**config.mk**
```make
export PLATFORM = sky130hd
export DESIGN_NAME = mult_div_unit
export DESIGN_NICKNAME = d
export VERILOG_FILES = /design/src/rtl/mult_div_unit.sv
export SDC_FILE = /design/constraint.sdc
export NUM_CORES = 1
export LEC_CHECK = 0
export CORE_MARGIN = 2
export CORE_UTILIZATION = 48
export CTS_CLUSTER_SIZE = 14
export DETAILED_ROUTE_END_ITERATION = 10
export PLACE_DENSITY = 0.7
export SYNTH_ARGS = -nofsm -noshare
export SYNTH_HDL_FRONTEND = slang
export SYNTH_SLANG_ARGS = --single-unit
```
**constraint.sdc**
```tcl
create_clock -name Clk -period 7.03 [get_ports Clk]
set_input_delay 2.109 -clock Clk [delete_from_list [all_inputs] [get_ports Clk]]
set_output_delay 2.109 -clock Clk [all_outputs]
set_load 0.1 [all_outputs]
```
**src/rtl/mult_div_unit.sv**
```systemverilog
// Iterative multiply/divide unit holding the architectural HI/LO registers.
// One shift-add or restoring shift-subtract step per cycle, then a sign-fix cycle.
module mult_div_unit #(
   parameter int WIDTH = 32
) (
   input  logic             Clk,
   input  logic             Reset,
   input  logic             Start,
   input  logic [1:0]       Op,
   input  logic [WIDTH-1:0] BusA,
   input  logic [WIDTH-1:0] BusB,
   input  logic             HiWr,
   input  logic             LoWr,
   input  logic [WIDTH-1:0] BusW,
   output logic [WIDTH-1:0] Hi,
   output logic [WIDTH-1:0] Lo,
   output logic             Busy,
   output logic             Done
);

   localparam int CNT_W = $clog2(WIDTH);

   typedef enum logic [1:0] {IDLE, RUN, FIX} state_t;

   state_t             state_q, state_d;
   logic [CNT_W-1:0]   cnt_q, cnt_d;
   logic [2*WIDTH-1:0] acc_q, acc_d;
   logic [WIDTH-1:0]   opnd_q, opnd_d;
   logic [WIDTH-1:0]   hi_q, hi_d;
   logic [WIDTH-1:0]   lo_q, lo_d;
   logic               is_div_q, is_div_d;
   logic               neg_q, neg_d;
   logic               rem_neg_q, rem_neg_d;
   logic               div_zero_q, div_zero_d;
   logic               busy_q, busy_d;
   logic               done_q, done_d;

   logic               signed_op;
   logic [WIDTH-1:0]   a_mag, b_mag;
   logic [WIDTH:0]     mul_sum, div_shift, div_diff;
   logic [2*WIDTH-1:0] prod_fix;
   logic [WIDTH-1:0]   quo_fix, rem_fix;

   // The accumulator holds {partial product, multiplier} for multiply and
   // {remainder, dividend/quotient} for divide; opnd_q is the other operand.
   always_comb begin
      signed_op = ~Op[0];
      a_mag     = (signed_op && BusA[WIDTH-1]) ? -BusA : BusA;
      b_mag     = (signed_op && BusB[WIDTH-1]) ? -BusB : BusB;

      mul_sum   = {1'b0, acc_q[2*WIDTH-1:WIDTH]} + (acc_q[0] ? {1'b0, opnd_q} : '0);
      div_shift = acc_q[2*WIDTH-1:WIDTH-1];
      div_diff  = div_shift - {1'b0, opnd_q};

      prod_fix  = neg_q ? -acc_q : acc_q;
      quo_fix   = div_zero_q ? '1 : (neg_q ? -acc_q[WIDTH-1:0] : acc_q[WIDTH-1:0]);
      rem_fix   = rem_neg_q ? -acc_q[2*WIDTH-1:WIDTH] : acc_q[2*WIDTH-1:WIDTH];

      state_d    = state_q;
      cnt_d      = cnt_q;
      acc_d      = acc_q;
      opnd_d     = opnd_q;
      hi_d       = hi_q;
      lo_d       = lo_q;
      is_div_d   = is_div_q;
      neg_d      = neg_q;
      rem_neg_d  = rem_neg_q;
      div_zero_d = div_zero_q;
      busy_d     = busy_q;
      done_d     = 1'b0;

      case (state_q)
         IDLE: begin
            if (HiWr) hi_d = BusW;
            if (LoWr) lo_d = BusW;
            if (Start) begin
               is_div_d   = Op[1];
               neg_d      = signed_op && (BusA[WIDTH-1] ^ BusB[WIDTH-1]);
               rem_neg_d  = signed_op && BusA[WIDTH-1];
               div_zero_d = Op[1] && (BusB == '0);
               acc_d      = Op[1] ? {{WIDTH{1'b0}}, a_mag} : {{WIDTH{1'b0}}, b_mag};
               opnd_d     = Op[1] ? b_mag : a_mag;
               cnt_d      = '0;
               busy_d     = 1'b1;
               state_d    = RUN;
            end
         end
         RUN: begin
            if (is_div_q) begin
               if (!div_diff[WIDTH])
                  acc_d = {div_diff[WIDTH-1:0], acc_q[WIDTH-2:0], 1'b1};
               else
                  acc_d = {div_shift[WIDTH-1:0], acc_q[WIDTH-2:0], 1'b0};
            end else begin
               acc_d = {mul_sum, acc_q[WIDTH-1:1]};
            end
            cnt_d = cnt_q + CNT_W'(1);
            if (cnt_q == CNT_W'(WIDTH-1)) state_d = FIX;
         end
         FIX: begin
            if (is_div_q) begin
               hi_d = rem_fix;
               lo_d = quo_fix;
            end else begin
               hi_d = prod_fix[2*WIDTH-1:WIDTH];
               lo_d = prod_fix[WIDTH-1:0];
            end
            done_d  = 1'b1;
            busy_d  = 1'b0;
            state_d = IDLE;
         end
         default: state_d = IDLE;
      endcase
   end

   always_ff @(posedge Clk) begin
      if (Reset) begin
         state_q    <= IDLE;
         cnt_q      <= '0;
         acc_q      <= '0;
         opnd_q     <= '0;
         hi_q       <= '0;
         lo_q       <= '0;
         is_div_q   <= 1'b0;
         neg_q      <= 1'b0;
         rem_neg_q  <= 1'b0;
         div_zero_q <= 1'b0;
         busy_q     <= 1'b0;
         done_q     <= 1'b0;
      end else begin
         state_q    <= state_d;
         cnt_q      <= cnt_d;
         acc_q      <= acc_d;
         opnd_q     <= opnd_d;
         hi_q       <= hi_d;
         lo_q       <= lo_d;
         is_div_q   <= is_div_d;
         neg_q      <= neg_d;
         rem_neg_q  <= rem_neg_d;
         div_zero_q <= div_zero_d;
         busy_q     <= busy_d;
         done_q     <= done_d;
      end
   end

   assign Hi   = hi_q;
   assign Lo   = lo_q;
   assign Busy = busy_q;
   assign Done = done_q;

endmodule
```
==> Word-level counts from Yosys, hierarchy flattened <==
Index checks and enable logic that the tools add are counted.
{ "totals": {"register_bits": 173, "inputBits": 103} }
{ "classes": {"addsub": 8, "eq_ne": 7, "muxes": 27, "n_bitwise": 2, "n_reduce_logical": 14} }
{ "ops": {"columns": ["operator", "count"], "rows": [
  ["32-bit 2-to-1 mux", 12],
  ["64-bit 2-to-1 mux", 4],
  ["32-bit negator", 4],
  ["32-bit case mux with 2 select lines", 2],
  ["64-bit case mux with 2 select lines", 1],
  ["64-bit negator", 1],
  ["32-bit by 32-bit adder with 33-bit output", 1],
  ["33-bit by 32-bit subtractor with 33-bit output", 1],
  ["32-bit logical NOT", 1],
  ["2-bit AND reduction", 6],
  ["5-bit case mux with 2 select lines", 1],
  ["2-bit != test, second input constant", 4],
  ["5-bit by 1-bit adder with 5-bit output, second input constant", 1],
  ["5-bit equality test, second input constant", 1],
  ["5-bit 2-to-1 mux", 1],
  ["1-bit logical AND", 4],
  ["2-bit 2-to-1 mux", 2],
  ["2-bit case mux with 2 select lines", 1],
  ["2-bit nonzero test", 2],
  ["2-bit by 1-bit equality test with 1-bit output, second input constant", 1],
  ["2-bit equality test, second input constant", 1],
  ["2-bit logical NOT", 1],
  ["1-bit 2-to-1 mux", 2],
  ["1-bit case mux with 2 select lines", 1],
  ["2 further kinds", 2]
]} }

==> Depth between registers and ports, before layout <==
{ "logic_depth": {"depth_word": 6, "depth_mapped": 14, "mapped_depth_nobuf": 13} }

==> Worst setup path after synthesis <==
OpenSTA, ideal clock, no wires.
{ "synth_timing": {"kind": "input -> register", "start": "input BusA[7]", "end": "register acc_q[24]", "setup_time_ps": 122, "arrival_time_ps": 4308, "slack_ps": 2600, "path_stages": 8, "n_path_buf": 0, "cell_sequence": "or4_1 -> nor4_4 -> nand3_1 -> or3_1 -> o31ai_1 -> xor2_1 -> nand2_1 -> a221o_1"} }
{ "synth_between": {"elab_chain_len": 5} }
{ "synth_lines": {"columns": ["element", "line_no", "rtl"], "rows": [
  ["start: declaration", "10", "input logic [WIDTH-1:0] BusA,"],
  ["32-bit negator", "48", "a_mag = (signed_op && BusA[WIDTH-1]) ? -BusA : BusA;"],
  ["32-bit 2-to-1 mux", "48", null],
  ["32-bit 2-to-1 mux", "81", "acc_d = Op[1] ? {{WIDTH{1'b0}}, a_mag} : {{WIDTH{1'b0}}, b_mag};"],
  ["64-bit 2-to-1 mux", "76", "if (Start) begin"],
  ["64-bit case mux with 2 select lines", "72", "case (state_q)"],
  ["end signal: assignment", "120", "acc_q <= '0;"],
  ["end signal: assignment", "133", "acc_q <= acc_d;"],
  ["end: declaration", "27", "logic [2*WIDTH-1:0] acc_q, acc_d;"]
]} }
No other way between the ends. The select of a mux whose other input is x is not followed.
A chain may end at the register's enable or synchronous reset.

==> Worst setup path after layout <==
{ "layout_timing": {"start": "input BusB[17]", "end": "register opnd_q[28]"} }
{ "layout_between": {"elab_chain_len": 3} }
{ "layout_lines": {"columns": ["element", "line_no", "rtl"], "rows": [
  ["start: declaration", "11", "input logic [WIDTH-1:0] BusB,"],
  ["32-bit negator", "49", "b_mag = (signed_op && BusB[WIDTH-1]) ? -BusB : BusB;"],
  ["32-bit 2-to-1 mux", "49", null],
  ["32-bit 2-to-1 mux", "82", "opnd_d = Op[1] ? b_mag : a_mag;"],
  ["end signal: assignment", "134", "opnd_q <= opnd_d;"],
  ["end: declaration", "28", "logic [WIDTH-1:0] opnd_q, opnd_d;"]
]} }
No other way between the ends.

==> flow_summary.yaml <==
cells_and_area:
  stdcell_area_um2: 17080
  fillers: 2881
  mostFrequentLayoutCell: "a21oi_1"
  drive_gt1_share_pct: 4.805
  syn_to_final_growth_pct: 16.70
  antennaDiodeCount: 0
  nets: 2264
  final_cell_mix: "242 x a21oi_1, 219 x nand2_1, 211 x nor2_1, 172 x dfxtp_1, 166 x clkdlybuf4s50_1"
worst_setup_path:
  crit_buf_inv: 1
  cp_slowest_stage_delay_ns: 0.60
  critical_path.cell_chain: "clkdlybuf4s50_1 > or4_1 > nor4_1 > nand3_1 > nor3_1 > nor2_1 > xor2_1 > or2_2 > a31oi_1 > nor2_1"
  slowest_stage: "or4_1"
  path_class: "in -> reg"
  crit_start: "BusB[17]"
  rr_startpoint: "acc_q[31]"
  crit_arrival_ns: 5.00
  cp-end-kind: "flip-flop"
  cp_common_cell: "nor2_1"
  critPathTopFamily: "simple AND/OR/NAND/NOR gates"
  cp.required_ns: 7.35
  worstPathMaxFanout: 4
  startpoint_type: "input pin"
drt:
  drt_iter0_drc: 1720
  drt-total-wl_mm: 53.94
  viasPerCell: 6.283
  vias: 15660
  drtAntennaViolNets: 0
  post-route-drc-count: 0
  firstDrtPassIters: 6
  wl_per_cell_um: 21.65
sta:
  max_clock_freq_ghz: 0.2140
  setup-violations-final: 0
  hold_viol_final: 0
  tightest_slew_ns: 1.321
  slew_headroom_pct: 11.63
  period_share_pct: 66.46
  tns_ns: 0
  fin_hold_ws_ns: 0.4482
  fin_crit_ns: 4.672
  rsz0062_at_grt: "no"
  finalClockSkew_ns: 0.01518
  slew_viol_final: 0
die:
  ios: 169
  start_util_pct: 49.11
  fp.coreArea_um2: 29800
  fp.dieW_um: 178.6
  rows: 63
  die_area_um2: 31900
  die_h_um: 178.6
cts:
  clockRootBuffer: "clkbuf_16"
  cts_buffer_depth: 2
  cts_buffers: 17
  clock_latency_ns: 0.46
  holdBufCountCts: 0
  cts_tree: "built"
  cts.clk_slew.worst_paths_ns: 0.08
  htreeDepth: 4
  cts_setup_buffers: 0
  cts_sinks: 173
  postCtsResizedCells: 0
grt:
  track_usage_pct: 33.34
  grt_pass1_wl_mm: 81.59
  grt-ovfl-total: 0
  grt_pass1_vias: 14180
  grt_max_degree: 81
  antenna_found_initial: 0
logic_synthesis:
  synth_top_area_cell: "dfxtp_1"
  synth_warnings: 0
  syn_area_um2: 14630
  yosys.area_share.adder_pct: 6.259
  synth_mux_area_share_pct: 3.172
  synth.ff_latch_count: 173
  ys.flop_type: "dfxtp_1"
  synth-edff-count: 0
  synthXorXnorAreaFrac_pct: 10.12
  synth_top_cell_area_share_pct: 23.67
  synth_compound_area_share_pct: 31.01
  synth-simple-area-share_pct: 20.43
  syn_area_per_cell_um2: 7.273
  synth.yosys.seq_area_share_pct: 23.67
  synth_top_family_by_area: "compound AO/OA/AOI/OAI gates"
  synthCells: 2012
  async_reset_ff_share_pct: 0
  synth.distinct_cells: 78
  syn_nets: 2187
  synth_area_leaders: "dfxtp_1 24%, a21oi_1 8.3%, ha_1 6.0%"
flow_run:
  cap_violations: 0
power_and_ir_drop:
  finalPower_mw: 3.391
  irDropWorstVdd_uv: 171.5
  powerDensity_nw_per_um2: 198.6
  leakagePower_nw: 6.472
placement:
  port_buffers: 168
  dp_hpwl_mm: 42.06
  place_area_um2: 16500
  gp_congestion: 0.9733
min_path:
  min_path_type: "reg -> reg"
  min-delay-start: "Lo[4]"
outcome:
  status: "finished clean"
[cells in the mapped netlist, types with 25 or more instances]
master,n
a211oi_1,63
a21oi_1,242
clkbuf_1,112
dfxtp_1,173
ha_1,70
inv_1,65
mux2i_1,43
nand2_1,219
nor2_1,214
nor3_1,37
o211ai_1,44
o21ai_0,139
o221ai_1,25
o31ai_1,27
xnor2_1,79
xor2_1,90
[power breakdown]
group	internal, mW	switching [mW]	total, mW	leakage [nW]
logic	0.440	0.833	1.27	4.77
registers	1.05	0.0984	1.15	1.42
clock network	0.489	0.482	0.971	0.282
total	1.98	1.41	3.39	6.47
[through the flow]
step / setup slack, ns / instances / utilization (%)
floorplan: 2.600 / 2012 / -
global placement: 1.915 / 2460 / 55.37
detailed placement: 1.870 / 2460 / 55.37
CTS: 2.348 / 2492 / 57.31
global route: 2.103 / 2492 / 57.31
finish: 2.358 / 2492 / 57.31
[per-layer routing]
| metal | GRT usage [%] | wire (µm) | up-vias |
|---|---|---|---|
| li1 | - | - | 7497 |
| met1 | 46.17 | 24060 | 7351 |
| met2 | 50.90 | 23140 | 704 |
| met3 | 5.754 | 4468 | 106 |
| met4 | 14.02 | 2274 | 0 |
| met5 | 0 | 0 | - |
[sequential cells by signal (all words and copies together), names as in the netlist, 2 cells and up]
register  count
opnd_q       32
state_q       2
acc_q        64
Hi           32
cnt_q         5
Lo           32
[cell type report]
cell class | instances | area [µm²] | area share (%)
well taps | 390 | 488.0 | 2.858
multi-input cells | 1639 | 10440 | 61.14
flip-flops and latches | 173 | 3465 | 20.29
repair buffers | 193 | 1862 | 10.90
inverters | 65 | 244.0 | 1.429
clock inverters | 12 | 121.4 | 0.7107
clock buffers | 20 | 456.7 | 2.674
[worst paths after layout]
kind / to / slack [ns] / depth (start not counted)
hold / removal: Lo[4] / 0.45 / 2
setup reg to reg: acc_q[40] / 2.58 / 13
setup / recovery: opnd_q[28] / 2.36 / 10
hold reg to reg: Lo[4] / 0.45 / 2
[worst register-to-register path: stages, from the launching register on]
cell and delay (ns):
dfxtp_1 0.49, inv_1 0.16, ha_1 0.26, fa_1 0.40
nand2b_1 0.20, a21oi_1 0.35, o211ai_1 0.19, a21oi_1 0.43
o21ai_2 0.27, xor2_4 0.73, buf_4 0.40, nor2_1 0.09
a21oi_1 0.20, o221ai_1 0.14
[cells by family after synthesis]
kind of cell               after synthesis
AOI/OAI and AO/OA                      712
and+or+nand+nor                        640
buffers and inverters                  200
DFF                                    173
xor gates and xnor gates               169
adders and majority gates               72
muxes                                   46
Note: power is estimated with default switching activity, not from simulation.
